===== config.mk =====
export PLATFORM = sky130hd
export DESIGN_NAME = ram_bist_march_ctrl
export DESIGN_NICKNAME = d
export VERILOG_FILES = /design/src/rtl/ram_bist_march_ctrl.sv
export SDC_FILE = /design/constraint.sdc
export NUM_CORES = 1
export LEC_CHECK = 0
export CORE_UTILIZATION = 45
export CTS_CLUSTER_SIZE = 20
export DETAILED_ROUTE_END_ITERATION = 8
export HOLD_SLACK_MARGIN = 0.15
export PLACE_DENSITY_LB_ADDON = 0.1
export SLEW_MARGIN = 15
export SYNTH_ARGS = -nofsm -noshare
export SYNTH_HDL_FRONTEND = slang
export SYNTH_SLANG_ARGS = --single-unit

===== constraint.sdc =====
create_clock -name clk -period 2.9 [get_ports clk]
set_clock_uncertainty 0.2 [all_clocks]
set_input_delay 0.58 -clock clk [delete_from_list [all_inputs] [get_ports clk]]
set_output_delay 0.58 -clock clk [all_outputs]
set_load 0.02 [all_outputs]

===== src/rtl/ram_bist_march_ctrl.sv =====
// March C- BIST controller for a single-port synchronous RAM with a one-cycle read latency.
// Runs the six March C- elements, records the first failing address and then holds in DONE.
module ram_bist_march_ctrl #(
    parameter int ADDR_W = 4,
    parameter int DATA_W = 8
) (
    input  logic              clk,
    input  logic              reset,
    input  logic              start,
    input  logic [DATA_W-1:0] ram_rdata,
    output logic [ADDR_W-1:0] ram_addr,
    output logic [DATA_W-1:0] ram_wdata,
    output logic              ram_we,
    output logic              ram_re,
    output logic              busy,
    output logic              done,
    output logic              fail,
    output logic [ADDR_W-1:0] fail_addr
);

    typedef enum logic [2:0] {
        IDLE = 3'd0,
        M0   = 3'd1,
        M1   = 3'd2,
        M2   = 3'd3,
        M3   = 3'd4,
        M4   = 3'd5,
        M5   = 3'd6,
        DONE = 3'd7
    } state_t;

    localparam logic [ADDR_W-1:0] ADDR_LAST = '1;
    localparam logic [ADDR_W-1:0] ADDR_ONE  = ADDR_W'(1);

    state_t            state;
    logic              phase_b;
    logic [ADDR_W-1:0] addr;

    function automatic logic descending(input state_t s);
        return (s == M3) || (s == M4);
    endfunction

    function automatic logic [DATA_W-1:0] read_bg(input state_t s);
        return ((s == M2) || (s == M4)) ? '1 : '0;
    endfunction

    function automatic logic [DATA_W-1:0] write_bg(input state_t s);
        return ((s == M1) || (s == M3)) ? '1 : '0;
    endfunction

    logic              elem_end;
    logic [ADDR_W-1:0] addr_step;
    state_t            next_elem;
    logic [ADDR_W-1:0] next_first;
    logic              mismatch;

    assign elem_end   = descending(state) ? (addr == '0) : (addr == ADDR_LAST);
    assign addr_step  = descending(state) ? (addr - ADDR_ONE) : (addr + ADDR_ONE);
    assign next_elem  = state_t'(state + 3'd1);
    assign next_first = descending(next_elem) ? ADDR_LAST : '0;
    assign mismatch   = (ram_rdata != read_bg(state));

    // The address counter doubles as the RAM address, so it holds whenever no strobe is active.
    assign ram_addr = addr;

    always_ff @(posedge clk or negedge reset) begin
        if (!reset) begin
            state     <= IDLE;
            phase_b   <= 1'b0;
            addr      <= '0;
            ram_wdata <= '0;
            ram_we    <= 1'b0;
            ram_re    <= 1'b0;
            busy      <= 1'b0;
            done      <= 1'b0;
            fail      <= 1'b0;
            fail_addr <= '0;
        end else begin
            case (state)
                IDLE, DONE: begin
                    if (start) begin
                        state     <= M0;
                        phase_b   <= 1'b0;
                        addr      <= '0;
                        ram_we    <= 1'b1;
                        ram_re    <= 1'b0;
                        ram_wdata <= '0;
                        busy      <= 1'b1;
                        done      <= 1'b0;
                        fail      <= 1'b0;
                        fail_addr <= '0;
                    end
                end
                M0: begin
                    if (elem_end) begin
                        state  <= M1;
                        addr   <= '0;
                        ram_we <= 1'b0;
                        ram_re <= 1'b1;
                    end else begin
                        addr <= addr_step;
                    end
                end
                default: begin
                    if (!phase_b) begin
                        phase_b <= 1'b1;
                        ram_re  <= 1'b0;
                        if (state != M5) begin
                            ram_we    <= 1'b1;
                            ram_wdata <= write_bg(state);
                        end
                    end else begin
                        // Read data requested in phase A is on ram_rdata now.
                        phase_b <= 1'b0;
                        ram_we  <= 1'b0;
                        if (mismatch && !fail) begin
                            fail      <= 1'b1;
                            fail_addr <= addr;
                        end
                        if (elem_end) begin
                            if (state == M5) begin
                                state <= DONE;
                                busy  <= 1'b0;
                                done  <= 1'b1;
                            end else begin
                                state  <= next_elem;
                                addr   <= next_first;
                                ram_re <= 1'b1;
                            end
                        end else begin
                            addr   <= addr_step;
                            ram_re <= 1'b1;
                        end
                    end
                end
            endcase
        end
    end

endmodule


Word-level counts from Yosys, hierarchy flattened
Index checks and enable logic that the tools add are counted.
{"block": "word_totals", "regBits": 25, "input_bits": 11, "output_inout_bits": 21, "wordCells": 103}
{"block": "classes", "n_addsub": 3, "eq_ne": 17, "mux": 48, "n_bitwise": 1, "n_reduce_logical": 24}
{"operator": "2-to-1 mux 8 bit", "count": 5}
{"operator": "2-to-1 mux 4 bit", "count": 9}
{"operator": "2-to-1 mux 1 bit", "count": 19}
{"operator": "== test 3 bit, second input constant", "count": 6}
{"operator": "one-hot mux 4 bit (2 select lines)", "count": 2}
{"operator": "one-hot mux 8 bit (2 select lines)", "count": 1}
{"operator": "2-to-1 mux 3 bit", "count": 5}
{"operator": "one-hot mux 1 bit (2 select lines)", "count": 6}
{"operator": "AND reduction 4 bit", "count": 3}
{"operator": "nonzero test 2 bit", "count": 5}
{"operator": "AND reduction 3 bit", "count": 3}
{"operator": "!= test 8 bit", "count": 1}
{"operator": "== test 3 x 2 -> 1 bit, second input constant", "count": 2}
{"operator": "one-hot mux 3 bit (2 select lines)", "count": 1}
{"operator": "!= test 5 x 3 -> 1 bit, second input constant", "count": 1}
{"operator": "AND reduction 5 bit", "count": 1}
{"operator": "adder 4 x 1 -> 4 bit, second input constant", "count": 1}
{"operator": "== test 4 bit, second input constant", "count": 1}
{"operator": "zero test 4 bit", "count": 1}
{"operator": "logical OR 1 bit", "count": 4}
{"operator": "!= test 2 bit, second input constant", "count": 2}
{"operator": "!= test 4 x 2 -> 1 bit, second input constant", "count": 1}
{"operator": "nonzero test 4 bit", "count": 1}
{"operator": "subtractor 4 x 1 -> 4 bit, second input constant", "count": 1}
{"operator": "other kinds (11)", "count": 11}

Longest topological paths before layout
{"block": "logic_depth", "ltp_word": 8, "mapped_depth": 8, "depth_no_buf": 7}

Worst setup path after synthesis
Ideal clock, no wire load.
{"block": "synth_timing", "path_type": "register to register", "startpoint": "register addr[1], in the netlist ram_addr[1]", "endpoint": "register state[0]", "setup_ns": 0.125, "arrival_ns": 1.917, "required_ns": 2.575, "slack_ns": 0.658, "stages_incl_launch_ff": 7, "path_buffers": 1, "synth_period_minus_slack_ns": 2.242, "path_cell_list": "dfrtp_1 > or4_4 > mux2i_4 > buf_6 > o21ai_2 > a21o_1 > mux2_4"}
{"block": "synth_via", "elab_chain_cells": 4, "word_cells_on_any_way": 6, "classes_between": "2 x eq/ne; 1 x mux; 3 x reduce/logical"}
{"element": "from (decl)", "line_no": "37", "text": "logic [ADDR_W-1:0] addr;"}
{"element": "from (signal assigned)", "line_no": "101", "text": "addr <= addr_step;"}
{"element": "from (signal assigned)", "line_no": "127", "text": "addr <= next_first;"}
{"element": "from (signal assigned)", "line_no": "131", "text": "addr <= addr_step;"}
{"element": "== test 4 bit or zero test 4 bit (tied branches)", "line_no": "57", "text": "assign elem_end = descending(state) ? (addr == '0) : (addr == ADDR_LAST);"}
{"element": "2-to-1 mux 1 bit (*)", "line_no": "57"}
{"element": "!= test 2 bit (no source line) or nonzero test 2 bit (tied branches)"}
{"element": "AND reduction 4 bit (no source line) (*)"}
{"element": "to (signal assigned)", "line_no": "126", "text": "state <= next_elem;"}
{"element": "to (decl)", "line_no": "35", "text": "state_t state;"}
Every way passes the cells marked *; elsewhere a longest branch is shown, timed or not.
A chain may end at the register's enable or synchronous reset.

Final worst setup path
{"block": "layout_timing", "startpoint": "register addr[0], in the netlist ram_addr[0]", "endpoint": "register state[1]"}
The elaborated chain is that of the path after synthesis.

==> impl_metrics.json <==
{
  "clk_pin_slew_ps": 90,
  "firstDrtPassIters": 4,
  "cts_hold_buffers": 0,
  "vias": 1084,
  "start_kind": "register",
  "critical-path-max-stage-delay_ps": 560,
  "internal-power_mw": 1.03,
  "setup_tns_ps": 0,
  "hold_class": "reg2reg",
  "hold_ws_ps": 303,
  "syn2layout_area_growth_pct": 24.7,
  "drt_iter0_drc": 19,
  "synthDistinctLibCells": 42,
  "cp_max_fo": 12,
  "reg2reg_to": "state[1]$_DFFE_PN0P_",
  "die_h_um": 54.7,
  "utilization": 0.613,
  "p_clk_frac": 0.061,
  "grt_max_degree": 19,
  "hpwl_um": 2080,
  "grt_antenna_before_repair": 0,
  "yosysSeqAreaShare": 0.360,
  "routed_wl_um": 2640,
  "syn_inst": 129,
  "drv_cap": 0,
  "hold_violations": 0,
  "end_kind": "register",
  "drive_gt1_frac": 0.0774,
  "clkSinkCount": 18,
  "die_w_um": 54.7,
  "grt_util_all_layers": 0.220,
  "syn_avg_cell_area_um2": 9.70,
  "ant_nets": 0,
  "holdCritStartpoint": "ram_re$_DFFE_PN0P_",
  "nets": 177,
  "cts_repair_resize_count": 0,
  "cts_max_path_buffers": 2,
  "power_density_nw_per_um2": 1240,
  "fill_cells": 224,
  "cts_tree": "yes",
  "status": "complete, no violations",
  "switching_share": 0.463,
  "p_seq_frac": 0.256,
  "slew_headroom": 0.482,
  "clkLatencyLatePin_ps": 280,
  "async_flop_share": 1.00,
  "fin_crit_sh": 0.828,
  "post-route-min-period_ps": 2400,
  "p_sw_mw": 0.893,
  "dieArea_um2": 3000,
  "io_buffers": 31,
  "slowest_stage": "or4_4",
  "r2r-start": "ram_addr[0]$_DFFE_PN0P_",
  "cts_root_buf": "clkbuf_4",
  "globalplace.congestion": 0.843,
  "worst_pin_slew_ps": 775,
  "hold_depth": 1,
  "viasPerCell": 5.86,
  "grt_setup_unrepaired": "no",
  "synth-edff-count": 0,
  "rows": 18,
  "rrSetupSlack_ps": 500,
  "yosysWarnings": 0,
  "cts_setup_buffers": 0,
  "holdPathEnd": "ram_re$_DFFE_PN0P_",
  "fmax_mhz": 416,
  "p_leak_nw": 0.676,
  "num_antenna_cells": 0,
  "start_util": 0.492,
  "grt_pass1_wl_um": 4730,
  "core_area_um2": 2540,
  "numCtsBuffers": 3,
  "drcViolationCount": 0,
  "grt_remaining_overflow": 0,
  "wire_per_inst_um": 14.3,
  "total_power_mw": 1.93,
  "crit_required_ps": 2880,
  "yosys_most_used_dff": "dfrtp_1",
  "ios": 32,
  "combPwrFrac": 0.683,
  "setup_viol": 0,
  "grt_pass1_vias": 1064,
  "drv_slew": 0,
  "timing.reg2reg.worst_path_depth": 5,
  "cp.arrival_ps": 2380,
  "synth-seq-cells": 18,
  "regArea_um2": 450,
  "ir_drop_v": 0.000658,
  "crit_path_cell_trace": "or4_4, mux2i_4, o22ai_1, a21o_1, mux2_4",
  "syn-cell-area_um2": 1250,
  "syn-num-nets": 149,
  "cts-htree-levels": 1,
  "setup.worst_path.class": "reg2reg",
  "multi_input_area_um2": 702
}
-- cell usage in the layout (no fill, tap or decap), types with 2 or more instances in the layout --
cell type,instances
and2_1,2
clkdlybuf4s50_1,31
inv_1,8
nor2_1,5
nor4_1,2
ha_1,8
nand2_1,8
nor2b_1,2
o21ai_1,3
xor2_1,2
nand2b_1,2
a21oi_1,9
a21o_1,3
o22a_1,2
a22o_1,8
dfrtp_1,18
nand4_1,3
mux2_4,2
nor3_1,2
o21ai_0,10
clkbuf_4,3
a22oi_1,2
-- Yosys cell counts (2+ instances only) --
master	instances	area, µm²
buf_4	7	52.6
o22a_1	2	17.5
nand2_1	8	30.0
nor4_1	2	12.5
and2_1	2	12.5
a21o_1	3	22.5
o21ai_0	10	50.1
xor2_1	2	17.5
nor3_1	2	10.0
a22o_1	8	70.1
nand4_1	3	18.8
nor2b_1	2	12.5
inv_1	8	30.0
nand2b_1	2	12.5
a22oi_1	2	15.0
o21ai_1	3	15.0
nor2_1	5	18.8
dfrtp_1	18	450
a21oi_1	9	45.0
mux2_4	2	30.0
ha_1	8	100
-- registers in the layout (all words and copies together), names as in the netlist --
| signal | count |
|---|---|
| ram_addr | 4 |
| busy | 1 |
| fail_addr | 4 |
| state | 3 |
| ram_wdata | 1 |
| done | 1 |
| fail | 1 |
| ram_we | 1 |
| phase_b | 1 |
| ram_re | 1 |
-- metal layers --
layer  track usage  vias to the layer above  share of wire
li1              -                      524              -
met1         0.284                      522           0.47
met2         0.365                       33           0.47
met3        0.0667                        5          0.061
met4        0.0342                        0         0.0057
met5             0                        -              0
-- worst max path at each step --
stage	to	slack [ps]	cells after the start	start
3_3_place_gp	state[1]$_DFFE_PN0P_	570	5	ram_addr[0]$_DFFE_PN0P_
6_report	state[1]$_DFFE_PN0P_	500	5	ram_addr[0]$_DFFE_PN0P_
4_1_cts	state[1]$_DFFE_PN0P_	510	5	ram_addr[1]$_DFFE_PN0P_
3_5_place_dp	state[1]$_DFFE_PN0P_	530	5	ram_addr[1]$_DFFE_PN0P_
2_1_floorplan	state[0]$_DFFE_PN0P_	660	6	ram_addr[1]$_DFFE_PN0P_
5_1_grt	fail_addr[0]$_DFFE_PN0P_	320	7	state[0]$_DFFE_PN0P_
-- cells by family after synthesis --
logic type,Yosys count,synth area share
xor+xnor,3,0.0210
compound gates,45,0.238
mux,6,0.0700
fa+ha+maj,9,0.0960
simple gates,31,0.136
buf+inv,17,0.0790
flops,18,0.360
-- per-stage QoR --
| step | worst slack [ps] | instances | cell area [µm²] |
|---|---|---|---|
| 2_1_floorplan | 658 | 129 | 1250 |
| 3_3_place_gp | 565 | 182 | 1540 |
| 3_5_place_dp | 526 | 182 | 1540 |
| 4_1_cts | 511 | 185 | 1560 |
| 5_1_grt | 323 | 185 | 1560 |
| 6_report | 498 | 185 | 1560 |
-- cell type report --
class,count,area share
multi-input combinational,94,0.450
timing repair buffer,32,0.204
inverter,8,0.0192
sequential,18,0.289
clock buffer,3,0.0144
tap,30,0.0241
-- critical path: cells and delay by family (launching register included) --
kind             cells  cell delay [ps]
AO/OA/AOI/OAI        2              450
flip-flops           1              480
multiplexers         2              620
AND/OR/NAND/NOR      1              560
-- power groups by stage --
stage	clock network, mW	logic (mW)	registers [mW]
after floorplan	0	0.906	0.541
after global placement	0	1.30	0.491
after detailed placement	0	1.31	0.499
after CTS	0.125	1.32	0.494
after global routing	0.131	1.48	0.517
final	0.118	1.32	0.494
(Power assumes the default switching activity.)
